## src/rtl/holy_clint_pkg.sv

```systemverilog
// ============================================================================
// Module      : holy_clint_pkg
// Description : Shared register map, AXI response codes, FSM state types and
//               address-decode / byte-strobe helpers for the CLINT slice.
// Revision    : 1.0 - initial release
// ============================================================================
`default_nettype none

package holy_clint_pkg;

    localparam logic [31:0] c_OFF_MSIP        = 32'h0000_0000;
    localparam logic [31:0] c_OFF_MTIMECMP_LO = 32'h0000_4000;
    localparam logic [31:0] c_OFF_MTIMECMP_HI = 32'h0000_4004;
    localparam logic [31:0] c_OFF_MTIME_LO    = 32'h0000_BFF8;
    localparam logic [31:0] c_OFF_MTIME_HI    = 32'h0000_BFFC;

    localparam logic [1:0] c_RESP_OKAY   = 2'b00;
    localparam logic [1:0] c_RESP_SLVERR = 2'b10;

    typedef enum logic [0:0] {
        W_IDLE = 1'b0,
        W_RESP = 1'b1
    } wr_state_t;

    typedef enum logic [0:0] {
        R_IDLE = 1'b0,
        R_DATA = 1'b1
    } rd_state_t;

    typedef enum logic [2:0] {
        REG_NONE     = 3'd0,
        REG_MSIP     = 3'd1,
        REG_CMP_LO   = 3'd2,
        REG_CMP_HI   = 3'd3,
        REG_MTIME_LO = 3'd4,
        REG_MTIME_HI = 3'd5
    } reg_sel_t;

    // Byte lane [1:0] of the offset is don't-care; everything else must match exactly.
    function automatic reg_sel_t decode_offset(input logic [31:0] offset);
        reg_sel_t sel;
        case (offset & 32'hFFFF_FFFC)
            c_OFF_MSIP:        sel = REG_MSIP;
            c_OFF_MTIMECMP_LO: sel = REG_CMP_LO;
            c_OFF_MTIMECMP_HI: sel = REG_CMP_HI;
            c_OFF_MTIME_LO:    sel = REG_MTIME_LO;
            c_OFF_MTIME_HI:    sel = REG_MTIME_HI;
            default:           sel = REG_NONE;
        endcase
        return sel;
    endfunction

    function automatic logic [31:0] merge_strb(input logic [31:0] old_val,
                                               input logic [31:0] new_val,
                                               input logic [3:0]  strb);
        logic [31:0] res;
        for (int i = 0; i < 4; i++) begin
            res[i*8 +: 8] = strb[i] ? new_val[i*8 +: 8] : old_val[i*8 +: 8];
        end
        return res;
    endfunction

endpackage

`default_nettype wire

```

## src/rtl/axi_lite_slave_if.sv

```systemverilog
// ============================================================================
// Module      : axi_lite_slave_if
// Description : AXI-Lite slave handshake engine; turns the five AXI channels
//               into a single-cycle write strobe and a single-cycle read strobe.
// Revision    : 1.0 - initial release
// ============================================================================
`default_nettype none

module axi_lite_slave_if
    import holy_clint_pkg::*;
(
    input  logic        clk,
    input  logic        rst,

    input  logic [31:0] s_axi_awaddr,
    input  logic        s_axi_awvalid,
    output logic        s_axi_awready,
    input  logic [31:0] s_axi_wdata,
    input  logic [3:0]  s_axi_wstrb,
    input  logic        s_axi_wvalid,
    output logic        s_axi_wready,
    output logic [1:0]  s_axi_bresp,
    output logic        s_axi_bvalid,
    input  logic        s_axi_bready,
    input  logic [31:0] s_axi_araddr,
    input  logic        s_axi_arvalid,
    output logic        s_axi_arready,
    output logic [31:0] s_axi_rdata,
    output logic [1:0]  s_axi_rresp,
    output logic        s_axi_rvalid,
    input  logic        s_axi_rready,

    output logic        o_wr_en,
    output logic [31:0] o_wr_addr,
    output logic [31:0] o_wr_data,
    output logic [3:0]  o_wr_strb,
    input  logic        i_wr_err,
    output logic        o_rd_en,
    output logic [31:0] o_rd_addr,
    input  logic [31:0] i_rd_data,
    input  logic        i_rd_err
);

    wr_state_t   r_wr_state;
    logic        r_aw_held;
    logic        r_w_held;
    logic [31:0] r_aw_addr;
    logic [31:0] r_w_data;
    logic [3:0]  r_w_strb;
    logic        r_bvalid;
    logic [1:0]  r_bresp;

    rd_state_t   r_rd_state;
    logic        r_rvalid;
    logic [31:0] r_rdata;
    logic [1:0]  r_rresp;

    logic        w_aw_hs;
    logic        w_w_hs;

    assign s_axi_awready = (r_wr_state == W_IDLE) && !r_aw_held;
    assign s_axi_wready  = (r_wr_state == W_IDLE) && !r_w_held;
    assign w_aw_hs       = s_axi_awvalid && s_axi_awready;
    assign w_w_hs        = s_axi_wvalid && s_axi_wready;

    // A channel arriving this cycle is used directly so the write lands on its handshake edge.
    assign o_wr_en   = (r_wr_state == W_IDLE) && (r_aw_held || w_aw_hs) && (r_w_held || w_w_hs);
    assign o_wr_addr = r_aw_held ? r_aw_addr : s_axi_awaddr;
    assign o_wr_data = r_w_held  ? r_w_data  : s_axi_wdata;
    assign o_wr_strb = r_w_held  ? r_w_strb  : s_axi_wstrb;

    assign s_axi_bvalid = r_bvalid;
    assign s_axi_bresp  = r_bresp;

    always_ff @(posedge clk or posedge rst) begin
        if (rst) begin
            r_wr_state <= W_IDLE;
            r_aw_held  <= 1'b0;
            r_w_held   <= 1'b0;
            r_aw_addr  <= '0;
            r_w_data   <= '0;
            r_w_strb   <= '0;
            r_bvalid   <= 1'b0;
            r_bresp    <= c_RESP_OKAY;
        end else begin
            case (r_wr_state)
                W_IDLE: begin
                    if (o_wr_en) begin
                        r_aw_held  <= 1'b0;
                        r_w_held   <= 1'b0;
                        r_bvalid   <= 1'b1;
                        r_bresp    <= i_wr_err ? c_RESP_SLVERR : c_RESP_OKAY;
                        r_wr_state <= W_RESP;
                    end else begin
                        if (w_aw_hs) begin
                            r_aw_held <= 1'b1;
                            r_aw_addr <= s_axi_awaddr;
                        end
                        if (w_w_hs) begin
                            r_w_held <= 1'b1;
                            r_w_data <= s_axi_wdata;
                            r_w_strb <= s_axi_wstrb;
                        end
                    end
                end
                W_RESP: begin
                    if (s_axi_bready) begin
                        r_bvalid   <= 1'b0;
                        r_wr_state <= W_IDLE;
                    end
                end
                default: r_wr_state <= W_IDLE;
            endcase
        end
    end

    assign s_axi_arready = (r_rd_state == R_IDLE);
    assign o_rd_en       = s_axi_arvalid && s_axi_arready;
    assign o_rd_addr     = s_axi_araddr;
    assign s_axi_rvalid  = r_rvalid;
    assign s_axi_rdata   = r_rdata;
    assign s_axi_rresp   = r_rresp;

    always_ff @(posedge clk or posedge rst) begin
        if (rst) begin
            r_rd_state <= R_IDLE;
            r_rvalid   <= 1'b0;
            r_rdata    <= '0;
            r_rresp    <= c_RESP_OKAY;
        end else begin
            case (r_rd_state)
                R_IDLE: begin
                    if (o_rd_en) begin
                        r_rvalid   <= 1'b1;
                        r_rdata    <= i_rd_err ? 32'd0 : i_rd_data;
                        r_rresp    <= i_rd_err ? c_RESP_SLVERR : c_RESP_OKAY;
                        r_rd_state <= R_DATA;
                    end
                end
                R_DATA: begin
                    if (s_axi_rready) begin
                        r_rvalid   <= 1'b0;
                        r_rd_state <= R_IDLE;
                    end
                end
                default: r_rd_state <= R_IDLE;
            endcase
        end
    end

endmodule

`default_nettype wire

```

## src/rtl/axi_lite_clint.sv

```systemverilog
// ============================================================================
// Module      : axi_lite_clint
// Description : AXI-Lite core-local interruptor: 64-bit mtime, mtimecmp and
//               msip, driving timer_irq and soft_irq. Define CLINT_PRESCALER_EN
//               to divide the mtime tick by PRESCALE.
// Revision    : 1.0 - initial release
// ============================================================================
`default_nettype none

module axi_lite_clint
    import holy_clint_pkg::*;
#(
    parameter logic [31:0] BASE_ADDR = 32'h0000_0000,
    parameter int unsigned PRESCALE  = 1
) (
    input  logic        clk,
    input  logic        rst,

    input  logic [31:0] s_axi_awaddr,
    input  logic        s_axi_awvalid,
    output logic        s_axi_awready,
    input  logic [31:0] s_axi_wdata,
    input  logic [3:0]  s_axi_wstrb,
    input  logic        s_axi_wvalid,
    output logic        s_axi_wready,
    output logic [1:0]  s_axi_bresp,
    output logic        s_axi_bvalid,
    input  logic        s_axi_bready,
    input  logic [31:0] s_axi_araddr,
    input  logic        s_axi_arvalid,
    output logic        s_axi_arready,
    output logic [31:0] s_axi_rdata,
    output logic [1:0]  s_axi_rresp,
    output logic        s_axi_rvalid,
    input  logic        s_axi_rready,

    output logic        timer_irq,
    output logic        soft_irq
);

    logic        w_wr_en;
    logic [31:0] w_wr_addr;
    logic [31:0] w_wr_data;
    logic [3:0]  w_wr_strb;
    logic        w_wr_err;
    logic        w_rd_en;
    logic [31:0] w_rd_addr;
    logic [31:0] w_rd_data;
    logic        w_rd_err;
    reg_sel_t    w_wr_sel;
    reg_sel_t    w_rd_sel;
    logic        w_tick;

    logic [63:0] r_mtime;
    logic [63:0] r_mtimecmp;
    logic        r_msip;
    logic        r_timer_irq;
    logic        r_soft_irq;

    axi_lite_slave_if u_axi_if (
        .clk           (clk),
        .rst           (rst),
        .s_axi_awaddr  (s_axi_awaddr),
        .s_axi_awvalid (s_axi_awvalid),
        .s_axi_awready (s_axi_awready),
        .s_axi_wdata   (s_axi_wdata),
        .s_axi_wstrb   (s_axi_wstrb),
        .s_axi_wvalid  (s_axi_wvalid),
        .s_axi_wready  (s_axi_wready),
        .s_axi_bresp   (s_axi_bresp),
        .s_axi_bvalid  (s_axi_bvalid),
        .s_axi_bready  (s_axi_bready),
        .s_axi_araddr  (s_axi_araddr),
        .s_axi_arvalid (s_axi_arvalid),
        .s_axi_arready (s_axi_arready),
        .s_axi_rdata   (s_axi_rdata),
        .s_axi_rresp   (s_axi_rresp),
        .s_axi_rvalid  (s_axi_rvalid),
        .s_axi_rready  (s_axi_rready),
        .o_wr_en       (w_wr_en),
        .o_wr_addr     (w_wr_addr),
        .o_wr_data     (w_wr_data),
        .o_wr_strb     (w_wr_strb),
        .i_wr_err      (w_wr_err),
        .o_rd_en       (w_rd_en),
        .o_rd_addr     (w_rd_addr),
        .i_rd_data     (w_rd_data),
        .i_rd_err      (w_rd_err)
    );

    assign w_wr_sel = decode_offset(w_wr_addr - BASE_ADDR);
    assign w_rd_sel = decode_offset(w_rd_addr - BASE_ADDR);
    assign w_wr_err = (w_wr_sel == REG_NONE);
    assign w_rd_err = (w_rd_sel == REG_NONE);

    // Read mux samples registers before this cycle's write, so a colliding read sees old data.
    always_comb begin
        w_rd_data = '0;
        if (w_rd_en) begin
            case (w_rd_sel)
                REG_MSIP:     w_rd_data = {31'd0, r_msip};
                REG_CMP_LO:   w_rd_data = r_mtimecmp[31:0];
                REG_CMP_HI:   w_rd_data = r_mtimecmp[63:32];
                REG_MTIME_LO: w_rd_data = r_mtime[31:0];
                REG_MTIME_HI: w_rd_data = r_mtime[63:32];
                default:      w_rd_data = '0;
            endcase
        end
    end

`ifdef CLINT_PRESCALER_EN
    localparam logic [15:0] c_PRESC_LAST = 16'(PRESCALE - 1);

    logic [15:0] r_presc_cnt;

    always_ff @(posedge clk or posedge rst) begin
        if (rst) begin
            r_presc_cnt <= '0;
        end else if (r_presc_cnt == c_PRESC_LAST) begin
            r_presc_cnt <= '0;
        end else begin
            r_presc_cnt <= r_presc_cnt + 16'd1;
        end
    end

    assign w_tick = (r_presc_cnt == c_PRESC_LAST);
`else
    logic [31:0] w_unused_prescale;

    assign w_unused_prescale = 32'(PRESCALE);
    assign w_tick            = 1'b1;
`endif

    // A software write to either mtime word replaces that cycle's increment entirely.
    always_ff @(posedge clk or posedge rst) begin
        if (rst) begin
            r_mtime <= '0;
        end else if (w_wr_en && (w_wr_sel == REG_MTIME_LO)) begin
            r_mtime[31:0] <= merge_strb(r_mtime[31:0], w_wr_data, w_wr_strb);
        end else if (w_wr_en && (w_wr_sel == REG_MTIME_HI)) begin
            r_mtime[63:32] <= merge_strb(r_mtime[63:32], w_wr_data, w_wr_strb);
        end else if (w_tick) begin
            r_mtime <= r_mtime + 64'd1;
        end
    end

    always_ff @(posedge clk or posedge rst) begin
        if (rst) begin
            r_mtimecmp <= '1;
            r_msip     <= 1'b0;
        end else if (w_wr_en) begin
            case (w_wr_sel)
                REG_MSIP: begin
                    if (w_wr_strb[0]) begin
                        r_msip <= w_wr_data[0];
                    end
                end
                REG_CMP_LO: r_mtimecmp[31:0]  <= merge_strb(r_mtimecmp[31:0], w_wr_data, w_wr_strb);
                REG_CMP_HI: r_mtimecmp[63:32] <= merge_strb(r_mtimecmp[63:32], w_wr_data, w_wr_strb);
                default: ;
            endcase
        end
    end

    always_ff @(posedge clk or posedge rst) begin
        if (rst) begin
            r_timer_irq <= 1'b0;
            r_soft_irq  <= 1'b0;
        end else begin
            r_timer_irq <= (r_mtime >= r_mtimecmp);
            r_soft_irq  <= r_msip;
        end
    end

    assign timer_irq = r_timer_irq;
    assign soft_irq  = r_soft_irq;

endmodule

`default_nettype wire

```

## config.mk

```make
export PLATFORM = sky130hd
export DESIGN_NAME = axi_lite_clint
export DESIGN_NICKNAME = d
export VERILOG_FILES = /design/src/rtl/holy_clint_pkg.sv /design/src/rtl/axi_lite_slave_if.sv /design/src/rtl/axi_lite_clint.sv
export SDC_FILE = /design/constraint.sdc
export NUM_CORES = 1
export LEC_CHECK = 0
export ABC_AREA = 1
export BUFFER_PORTS_ARGS = -buffer_cell sky130_fd_sc_hd__buf_2
export CORE_ASPECT_RATIO = 0.5
export CORE_MARGIN = 2
export CORE_UTILIZATION = 50
export CTS_CLUSTER_DIAMETER = 100
export DETAILED_ROUTE_END_ITERATION = 8
export PLACE_DENSITY = 0.81
export SYNTH_ARGS = -nofsm -noshare
export SYNTH_HDL_FRONTEND = slang
export SYNTH_SLANG_ARGS = --single-unit
```

## constraint.sdc

```tcl
create_clock -name clk -period 7 [get_ports clk]
set_input_delay 0.35 -clock clk [delete_from_list [all_inputs] [get_ports clk]]
set_output_delay 0.35 -clock clk [all_outputs]
set_load 0.01 [all_outputs]
```

# Word level (Yosys, flattened, before mapping)
# Index checks and enable logic that the tools add are counted.
dict set report totals {
  ff_bits 241
  latch_bits 0
  mem_bits_rw 0
  mem_bits_ro 0
  inputBits 107
  n_memories 0
}
dict set report op_classes {
  addsub 1
  n_mul 0
  div_mod_pow 0
  n_lt_le_gt_ge 1
  n_eq_ne 31
  n_shift 0
  mux 32
  n_bitwise 4
  n_reduce_logical 44
}
# op n
set ops {}
lappend ops {{$mux 32} 6}
lappend ops {{$pmux 32 s5} 1}
lappend ops {{$eq 30x13->1 const B} 4}
lappend ops {{$eq 30x14->1 const B} 4}
lappend ops {{$add 64x1->64 const B} 1}
lappend ops {{$ge 64x64->1} 1}
lappend ops {{$logic_not 32->1} 2}
lappend ops {{$reduce_and 3->1} 11}
lappend ops {{$mux 8} 4}
lappend ops {{$pmux 3 s5} 2}
lappend ops {{$reduce_and 2->1} 14}
lappend ops {{$ne 2x2->1 const B} 13}
lappend ops {{$eq 3x2->1 const B} 4}
lappend ops {{$eq 3x3->1 const B} 4}
lappend ops {{$mux 1} 12}
lappend ops {{$logic_and 1x1->1} 9}
lappend ops {{$pmux 1 s2} 4}
lappend ops {{$eq 3x1->1 const B} 2}
lappend ops {{$logic_not 3->1} 2}
lappend ops {{$mux 2} 2}
lappend ops {{$mux 4} 1}
lappend ops {{$not 1->1} 4}
lappend ops {{$reduce_bool 2->1} 2}
lappend ops {{$logic_not 1->1} 2}
lappend ops {{$logic_or 1x1->1} 2}

# Depth between registers and ports, before layout
# Gate-level depths: netlist of run 1.
dict set report depth {
  depth_word 9
  mapped_depth 15
}

# By module
# From an unflattened synthesis of run 1, not the netlist that was laid out.
dict set report unflattened {
  cells_unflattened 2416
  hier_area_um2 16335.7
}
# mod instances cells_each area_each_um2 seq_area_each_um2
set modules_own_cells {}
lappend modules_own_cells {axi_lite_clint 1 1800 11135.7 3358.2}
lappend modules_own_cells {axi_lite_slave_if 1 616 5200.0 2702.6}

# Worst setup path before layout of run 1
# No wires, ideal clock.
dict set report synth_timing {
  kind {reg2reg}
  startpoint {reg u_axi_if.r_wr_state}
  endpoint {reg r_mtimecmp[32]}
  setup_time_ns 0.090
  t_arrival_ns 1.880
  required_time_ns 6.910
  path_slack_ns 5.030
  stages_incl_launch_ff 11
  path_cell_list {dfrtp_1 nor2_1 nand2_1 inv_2 nor2_1 nor3_4 buf_2 buf_2 nand3_1 nand2_1 o21ai_1}
}
dict set report synth_via {
  word_cells_on_any_way 10
  classes_between {bitwise (1); reduce/logical (9)}
}
# element line
set synth_lines {}
lappend synth_lines {{start: declaration} axi_lite_slave_if.sv:44} ;# wr_state_t r_wr_state;
lappend synth_lines {{start signal: assignment} axi_lite_slave_if.sv:77} ;# r_wr_state <= W_IDLE;
lappend synth_lines {{start signal: assignment} axi_lite_slave_if.sv:93} ;# r_wr_state <= W_RESP;
lappend synth_lines {{start signal: assignment} axi_lite_slave_if.sv:109} ;# r_wr_state <= W_IDLE;
lappend synth_lines {{$not 1->1} axi_lite_slave_if.sv:62} ;# assign s_axi_wready = (r_wr_state == W_IDLE) && !r_w_held;
lappend synth_lines {{$logic_and 1x1->1} axi_lite_slave_if.sv:62}
lappend synth_lines {{via s_axi_wready} axi_lite_clint.sv:25} ;# output logic s_axi_wready,
lappend synth_lines {{$logic_and 1x1->1} axi_lite_slave_if.sv:64} ;# assign w_w_hs = s_axi_wvalid && s_axi_wready;
lappend synth_lines {{$logic_or 1x1->1} axi_lite_slave_if.sv:67} ;# assign o_wr_en = (r_wr_state == W_IDLE) && (r_aw_held || w_aw_hs) && (r_w_held || w_w_hs);
lappend synth_lines {{$logic_and 1x1->1} axi_lite_slave_if.sv:67}
lappend synth_lines {{$reduce_and 3->1 (no line)} -}
lappend synth_lines {{end signal: assignment} axi_lite_clint.sv:159} ;# REG_CMP_HI: r_mtimecmp[63:32] <= merge_strb(r_mtimecmp[63:32], w_wr_data, w_wr_strb);
lappend synth_lines {{end: declaration} axi_lite_clint.sv:55} ;# logic [63:0] r_mtimecmp;
# The timed path passes the listed nets, and every way through them passes these cells.
# A chain may end at the register's enable or synchronous reset.

# Final worst setup path of run 1
dict set report layout_timing {
  startpoint {reg u_axi_if.r_aw_held}
  endpoint {reg r_mtime[13]}
}
dict set report layout_via {
  elab_chain_cells 9
  word_cells_on_any_way 21
  classes_between {eq/ne (8); mux (3); reduce/logical (10)}
}
# element line
set layout_rtl {}
lappend layout_rtl {{start: declaration} axi_lite_slave_if.sv:45} ;# logic r_aw_held;
lappend layout_rtl {{start signal: assignment} axi_lite_slave_if.sv:78} ;# r_aw_held <= 1'b0;
lappend layout_rtl {{start signal: assignment} axi_lite_slave_if.sv:89} ;# r_aw_held <= 1'b0;
lappend layout_rtl {{start signal: assignment} axi_lite_slave_if.sv:96} ;# r_aw_held <= 1'b1;
lappend layout_rtl {{branches (longest 9 deep; another with $mux 32)} -}
lappend layout_rtl {{end signal: assignment} axi_lite_clint.sv:139} ;# r_mtime[31:0] <= merge_strb(r_mtime[31:0], w_wr_data, w_wr_strb);
lappend layout_rtl {{end signal: assignment} axi_lite_clint.sv:143} ;# r_mtime <= r_mtime + 64'd1;
lappend layout_rtl {{end: declaration} axi_lite_clint.sv:54} ;# logic [63:0] r_mtime;
# Parallel ways; which one is timed is not known.

==> run metrics, run 1 <==
status complete, no violations; fin. max-slew vios 0; fill cell count 3,019; Total Routing Usage GR 32.0%; crit path kind register to register; H-tree level count 1; pre-CTS WS 2.96 ns; CTS tree done; CTS Buf Count 25; Post-Synthesis Cells 2,359; clock period minus worst slack 4.16 ns; clk buf depth 3; Starting Density 50.7%; CP required 7.44 ns; via count 16,600; Post-DP HPWL 39.7 mm; full die area 0.0335 mm^2; Worst path max stage delay 0.82 ns; most frequent cells in the layout nand2_1, o21ai_0, nor2_1; area delta synth->final 11.5%; Core ar. 0.0315 mm^2; Slew @ Worst Pin 1.38 ns; Finish-stage setup viols 0; Critical Path AT 4.60 ns; Avg Inst Size Synth 6.77 um^2; Worst setup EP type register; max_cap viols 0; peak supply drop 285 uV; CTS root buf clkbuf_16; relative slew slack 6.98%; Post-CTS Resized 0; fmax 0.240 GHz; drt via density 5.71; DR DRC count 0; FP Rows 46; crit-path most repeated cell nand2_1; nets@finish 2,619; vias in the first global route 14,800; layout cell share with drive strength beyond 1 13.1%; Placer Congestion 1.04; Hold Crit Class input port to register; register area share after synthesis 37.6%; TNS Setup 0 ns; clk_lat worst skew 0.56 ns; RSZ-0062 raised after global routing false; worst-path fanout max 37; routed len/inst 18.6 um; I/O Buffers 143; fin crit share 59.4%; I/O Pins 150; largest net degree at the start of global routing 149; drt total wl 53.8 mm; die height 130 um; Leak 8.61 nW; synth unique cells 33; first-pass GRT wire length 83.5 mm; initial drt markers 2,224; clock sinks 237; antenna violations before repair 4; GR Overflow Total 0; critical-path cell list inv_2 > nand2_1 > nand2_1 > nand2_1 > nor2_1 > nand2_1 > nor2_4 > buf_4 > nand3_2 > nand2_8 > nand2_1 > nand2_1 > nand2_1; final worst setup slack 2.84 ns; yosys warns 0; Setup Skew 0.0260 ns; Worst Setup Start Kind register; Clock Pin Slew Worst Setup and Hold Paths 0.07 ns; Mapped Area 0.0160 mm^2; Die X 257 um; most common cell after layout, fill and taps aside nand2_1; Hold Vio Cnt, Final 0; total power per unit cell area 237 mW/mm^2; antenna-violating nets left 0; CP max-delay cell nand3_2; Detailed Routing Iterations Pass 1 6; Yosys reg bits 237
==> cell usage after synthesis (all sizes together) <==
cell type / number / area share, %
nor3: 19 / 0.67
conb: 1 / 0.023
nand3b: 1 / 0.047
mux2: 17 / 1.2
nand2: 924 / 22
dfrtp: 173 / 27
clkbuf: 56 / 1.3
a21oi: 33 / 1.0
nand4: 162 / 6.5
inv: 195 / 4.6
o21a: 4 / 0.19
nor2: 203 / 4.9
buf: 46 / 1.7
xor2: 9 / 0.49
or2: 5 / 0.20
nor3b: 1 / 0.047
o21ai: 214 / 6.7
xnor2: 22 / 1.2
ha: 65 / 5.1
dfstp: 64 / 11
nand3: 145 / 4.6
==> metal layers <==
metal / vias up / part of all wire [%] / GRT usage [%]
met5: - / 0 / 0
met1: 7723 / 45 / 47.2
met3: 85 / 12 / 8.80
met2: 886 / 41 / 46.3
li1: 7867 / - / -
met4: 0 / 1.9 / 7.56
==> critical path: cells and delay by family, from the launching register on <==
kind                   cells  cell delay, ns
buffers and inverters      2            0.76
flip-flops                 1            0.64
AND/OR/NAND/NOR           11            2.59
==> final cells by class <==
| cell class | instances | area, um^2 | share of cell area [%] |
|---|---|---|---|
| sequential | 237 | 6010 | 33.8 |
| multi-input combinational | 1826 | 8800 | 49.4 |
| clock buffer | 33 | 696 | 3.91 |
| clock inverter | 13 | 146 | 0.822 |
| inverter | 195 | 739 | 4.15 |
| tap | 432 | 541 | 3.03 |
| timing repair buffer | 162 | 878 | 4.93 |
| antenna | 2 | 5.00 | 0.0281 |
==> final timing paths <==
kind / depth (start not counted) / end / slack, ns / startpoint
min in group asynchronous: 3 / u_axi_if.r_aw_addr[28] / 0.48 / rst
max in group asynchronous: 4 / u_axi_if.s_axi_rdata[30] / 5.09 / rst
hold / removal: 2 / u_axi_if.r_aw_addr[4] / 0.04 / s_axi_awaddr[4]
setup reg to reg: 13 / r_mtime[13] / 2.84 / u_axi_if.r_aw_held
setup / recovery: 13 / r_mtime[13] / 2.84 / u_axi_if.r_aw_held
hold reg to reg: 1 / u_axi_if.s_axi_rvalid / 0.45 / u_axi_if.r_rd_state
==> state kept, by name, summed over array words and instances, names as in the netlist <==
| name | flops |
|---|---|
| r_msip | 1 |
| r_mtime | 64 |
| r_mtimecmp | 64 |
| soft_irq | 1 |
| timer_irq | 1 |
| u_axi_if.r_aw_addr | 30 |
| u_axi_if.r_aw_held | 1 |
| u_axi_if.r_rd_state | 1 |
| u_axi_if.r_w_data | 32 |
| u_axi_if.r_w_held | 1 |
| u_axi_if.r_w_strb | 4 |
| u_axi_if.r_wr_state | 1 |
| u_axi_if.s_axi_bresp | 1 |
| u_axi_if.s_axi_bvalid | 1 |
| u_axi_if.s_axi_rdata | 32 |
| u_axi_if.s_axi_rresp | 1 |
| u_axi_if.s_axi_rvalid | 1 |
==> report_power, final <==
part | switching, mW | internal (mW) | total [mW]
combinational | 0.802 | 0.282 | 1.08
clock | 0.615 | 0.782 | 1.40
sequential | 0.167 | 1.57 | 1.74
==> logic make-up after synthesis <==
| family | share of synthesized area [%] |
|---|---|
| buffers and inverters | 7.55 |
| AO/OA/AOI/OAI | 7.92 |
| flip-flops | 37.6 |
| XOR/XNOR | 1.70 |
| multiplexers | 1.20 |
| other | 0.0235 |
| adder cells (fa/ha/maj) | 5.09 |
| AND/OR/NAND/NOR | 38.9 |
==> timing repair <==
action | CTS | global route
hold buffers | 3 | 0
hold endpoints to repair | 91 | 0
buffers inserted | 0 | 0
==> through the flow <==
| stage | total power, mW | cells | hold slack, ns | instance area, um^2 | utilization, % |
|---|---|---|---|---|---|
| 3_5_place_dp | 2.80 | 2849 | 0.444 | 16900 | 53.7 |
| 6_report | 4.22 | 2900 | 0.0406 | 17800 | 56.5 |
| 2_1_floorplan | 2.46 | 2360 | 0.370 | 16000 | - |
| 5_1_grt | 4.42 | 2898 | 0.0429 | 17800 | 56.5 |
| 4_1_cts | 4.19 | 2898 | 0.0307 | 17800 | 56.5 |
| 3_3_place_gp | 2.77 | 2849 | 0.439 | 16900 | 53.7 |
No activity file was read; power rests on OpenSTA's default activity.
==> run 2, diff against run 1 <==
==> constraint.sdc (replaced) <==
create_clock -name clk -period 3.7 [get_ports clk]
set_input_delay 0.185 -clock clk [delete_from_list [all_inputs] [get_ports clk]]
set_output_delay 0.185 -clock clk [all_outputs]
set_load 0.01 [all_outputs]
==> run metrics, run 2 (synthesized netlist as in run 1, its figures left out) <==
antenna violations before repair 1; Hold Crit Class input port to register; GR Overflow Total 0; Inst Count DP 2,865; clock sinks 237; status complete, no violations; Finished Layout Cells 2,981; largest net degree at the start of global routing 90; Worst Setup Start Kind register; reg2reg setup slack 0.73 ns; TNS Setup 0 ns; nets@finish 2,702; Setup Skew 0.0156 ns; I/O Buffers 143; Crit Reg-Reg Startpoint u_axi_if.r_aw_held; relative slew slack 7.59%; top flop regs r_mtime (64), r_mtimecmp (64); Worst setup EP type register; CTS Buf Count 25; antenna-violating nets left 0; critical-path cell list inv_2 > nand2_1 > nand2_1 > inv_1 > nand2_1 > nor2_1 > nand2_1 > nor2_4 > nand3_2 > nand2_8 > nand2_1 > nand2_1 > nand2_1; Leak 8.98 nW; pre-CTS WS 0.829 ns; delay-heaviest family, CP simple AND/OR/NAND/NOR gates; I/O Pins 150; met3 GRT Util 8.91%; HP Start s_axi_awvalid; Worst path max stage delay 0.83 ns; GRT Max-Usage Layer met2; vias in the first global route 15,900; initial drt markers 2,087; fin. max-slew vios 0; layout cell share with drive strength beyond 1 13.3%; final worst setup slack 0.734 ns; fin crit share 80.2%; Finish-stage setup viols 0; routed len/inst 18.6 um; capturing point of the worst reg2reg path r_mtime[11]; Detailed Routing Iterations Pass 1 6; CTS root buf clkbuf_16; cell count along the critical path 13; Total Routing Usage GR 32.9%; CP max-delay cell dfrtp_1; crit-path most repeated cell nand2_1; RSZ-0062 raised after global routing false; Slew @ Worst Pin 1.37 ns; Placer Congestion 1.04; max_cap viols 0; Setup Fix Bufs, Post-CTS 0; Post-CTS Resized 0; Clock Pin Slew Worst Setup and Hold Paths 0.06 ns; clk_lat worst skew 0.56 ns; drt total wl 55.4 mm; hold_buf cts 70; worst-path fanout max 36; diode count 0; via count 17,100; Die X 257 um; most common cell after layout, fill and taps aside nand2_1; crit path kind register to register; Hold EP u_axi_if.r_aw_held; CP required 4.14 ns; Critical Path AT 3.40 ns; fmax 0.337 GHz; R2R depth 13; met2 Use GR 50.1%; Post-DP HPWL 40.0 mm; clock period minus worst slack 2.97 ns; FP Rows 46; Core ar. 0.0315 mm^2; worst hold path depth 4; peak supply drop 431 uV; full die area 0.0335 mm^2; Starting Density 50.7%; Hold Vio Cnt, Final 0; most frequent cells in the layout nand2_1, o21ai_0, nor2_1; DR DRC count 0; drt via density 5.74; H-tree level count 1; clk buf depth 3; CTS tree done; first-pass GRT wire length 86.7 mm; die height 130 um; worst path buffer plus inverter count 2; global routing met1 resource utilization 46.5%; area delta synth->final 16.8%; total power per unit cell area 439 mW/mm^2
==> run 2: changes by cell type in the layout (fill, tap and decap cells not counted), moves of 3 or more <==
cell,previous run,this run
buf_12,1,8
clkinv_2,4,7
clkbuf_8,4,1
buf_4,15,24
dlygate4sd3_1,3,70
==> run 2: worst max path at each step <==
| stage | slack [ns] | start | end |
|---|---|---|---|
| CTS | 0.81 | u_axi_if.r_aw_held | r_mtime[10] |
| global placement | 0.88 | u_axi_if.r_aw_held | r_mtime[8] |
| finish | 0.73 | u_axi_if.r_aw_held | r_mtime[11] |
| floorplan | 0.46 | rst | r_msip |
| detailed placement | 0.83 | u_axi_if.r_aw_held | r_mtime[10] |
| global route | 0.44 | u_axi_if.r_aw_held | r_mtime[13] |
==> run 2: area by class of cell <==
| cell class | count | area (um^2) |
|---|---|---|
| clock inverters | 15 | 165 |
| well taps | 432 | 541 |
| repair buffers | 245 | 1760 |
| multi-input cells | 1826 | 8800 |
| flip-flops and latches | 237 | 6010 |
| inverters | 195 | 736 |
| clock buffers | 31 | 658 |
| fillers | 2924 | 12900 |
==> run 2: worst register-to-register path, stage by stage (launching register included) <==
cell and delay, ns:
dfrtp_1 0.83, inv_2 0.28, nand2_1 0.13, nand2_1 0.09
inv_1 0.08, nand2_1 0.05, nor2_1 0.09, nand2_1 0.09
nor2_4 0.15, nand3_2 0.26, nand2_8 0.33, nand2_1 0.31
nand2_1 0.13, nand2_1 0.05
==> run 2: layer usage <==
| layer | up-vias | part of all wire, % |
|---|---|---|
| met2 | 950 | 42 |
| met1 | 8017 | 44 |
| met3 | 120 | 12 |
| met5 | - | 0.023 |
| li1 | 8019 | - |
| met4 | 2 | 2.4 |
==> run 2: where the power goes <==
| part | internal, mW | switching, mW | leakage [nW] |
|---|---|---|---|
| Combinational | 0.654 | 1.69 | 5.65 |
| Clock | 1.48 | 1.15 | 0.400 |
| Sequential | 2.97 | 0.245 | 2.93 |
==> run 2: through the flow <==
stage / total power [mW] / area (um^2) / hold WS (ns) / utilization, %
2_1_floorplan: 4.66 / 16000 / 0.274 / -
3_3_place_gp: 5.33 / 17100 / 0.338 / 54.3
3_5_place_dp: 5.42 / 17100 / 0.341 / 54.3
4_1_cts: 8.09 / 18700 / 0.0493 / 59.2
5_1_grt: 8.56 / 18700 / 0.0979 / 59.2
6_report: 8.20 / 18700 / 0.0788 / 59.2
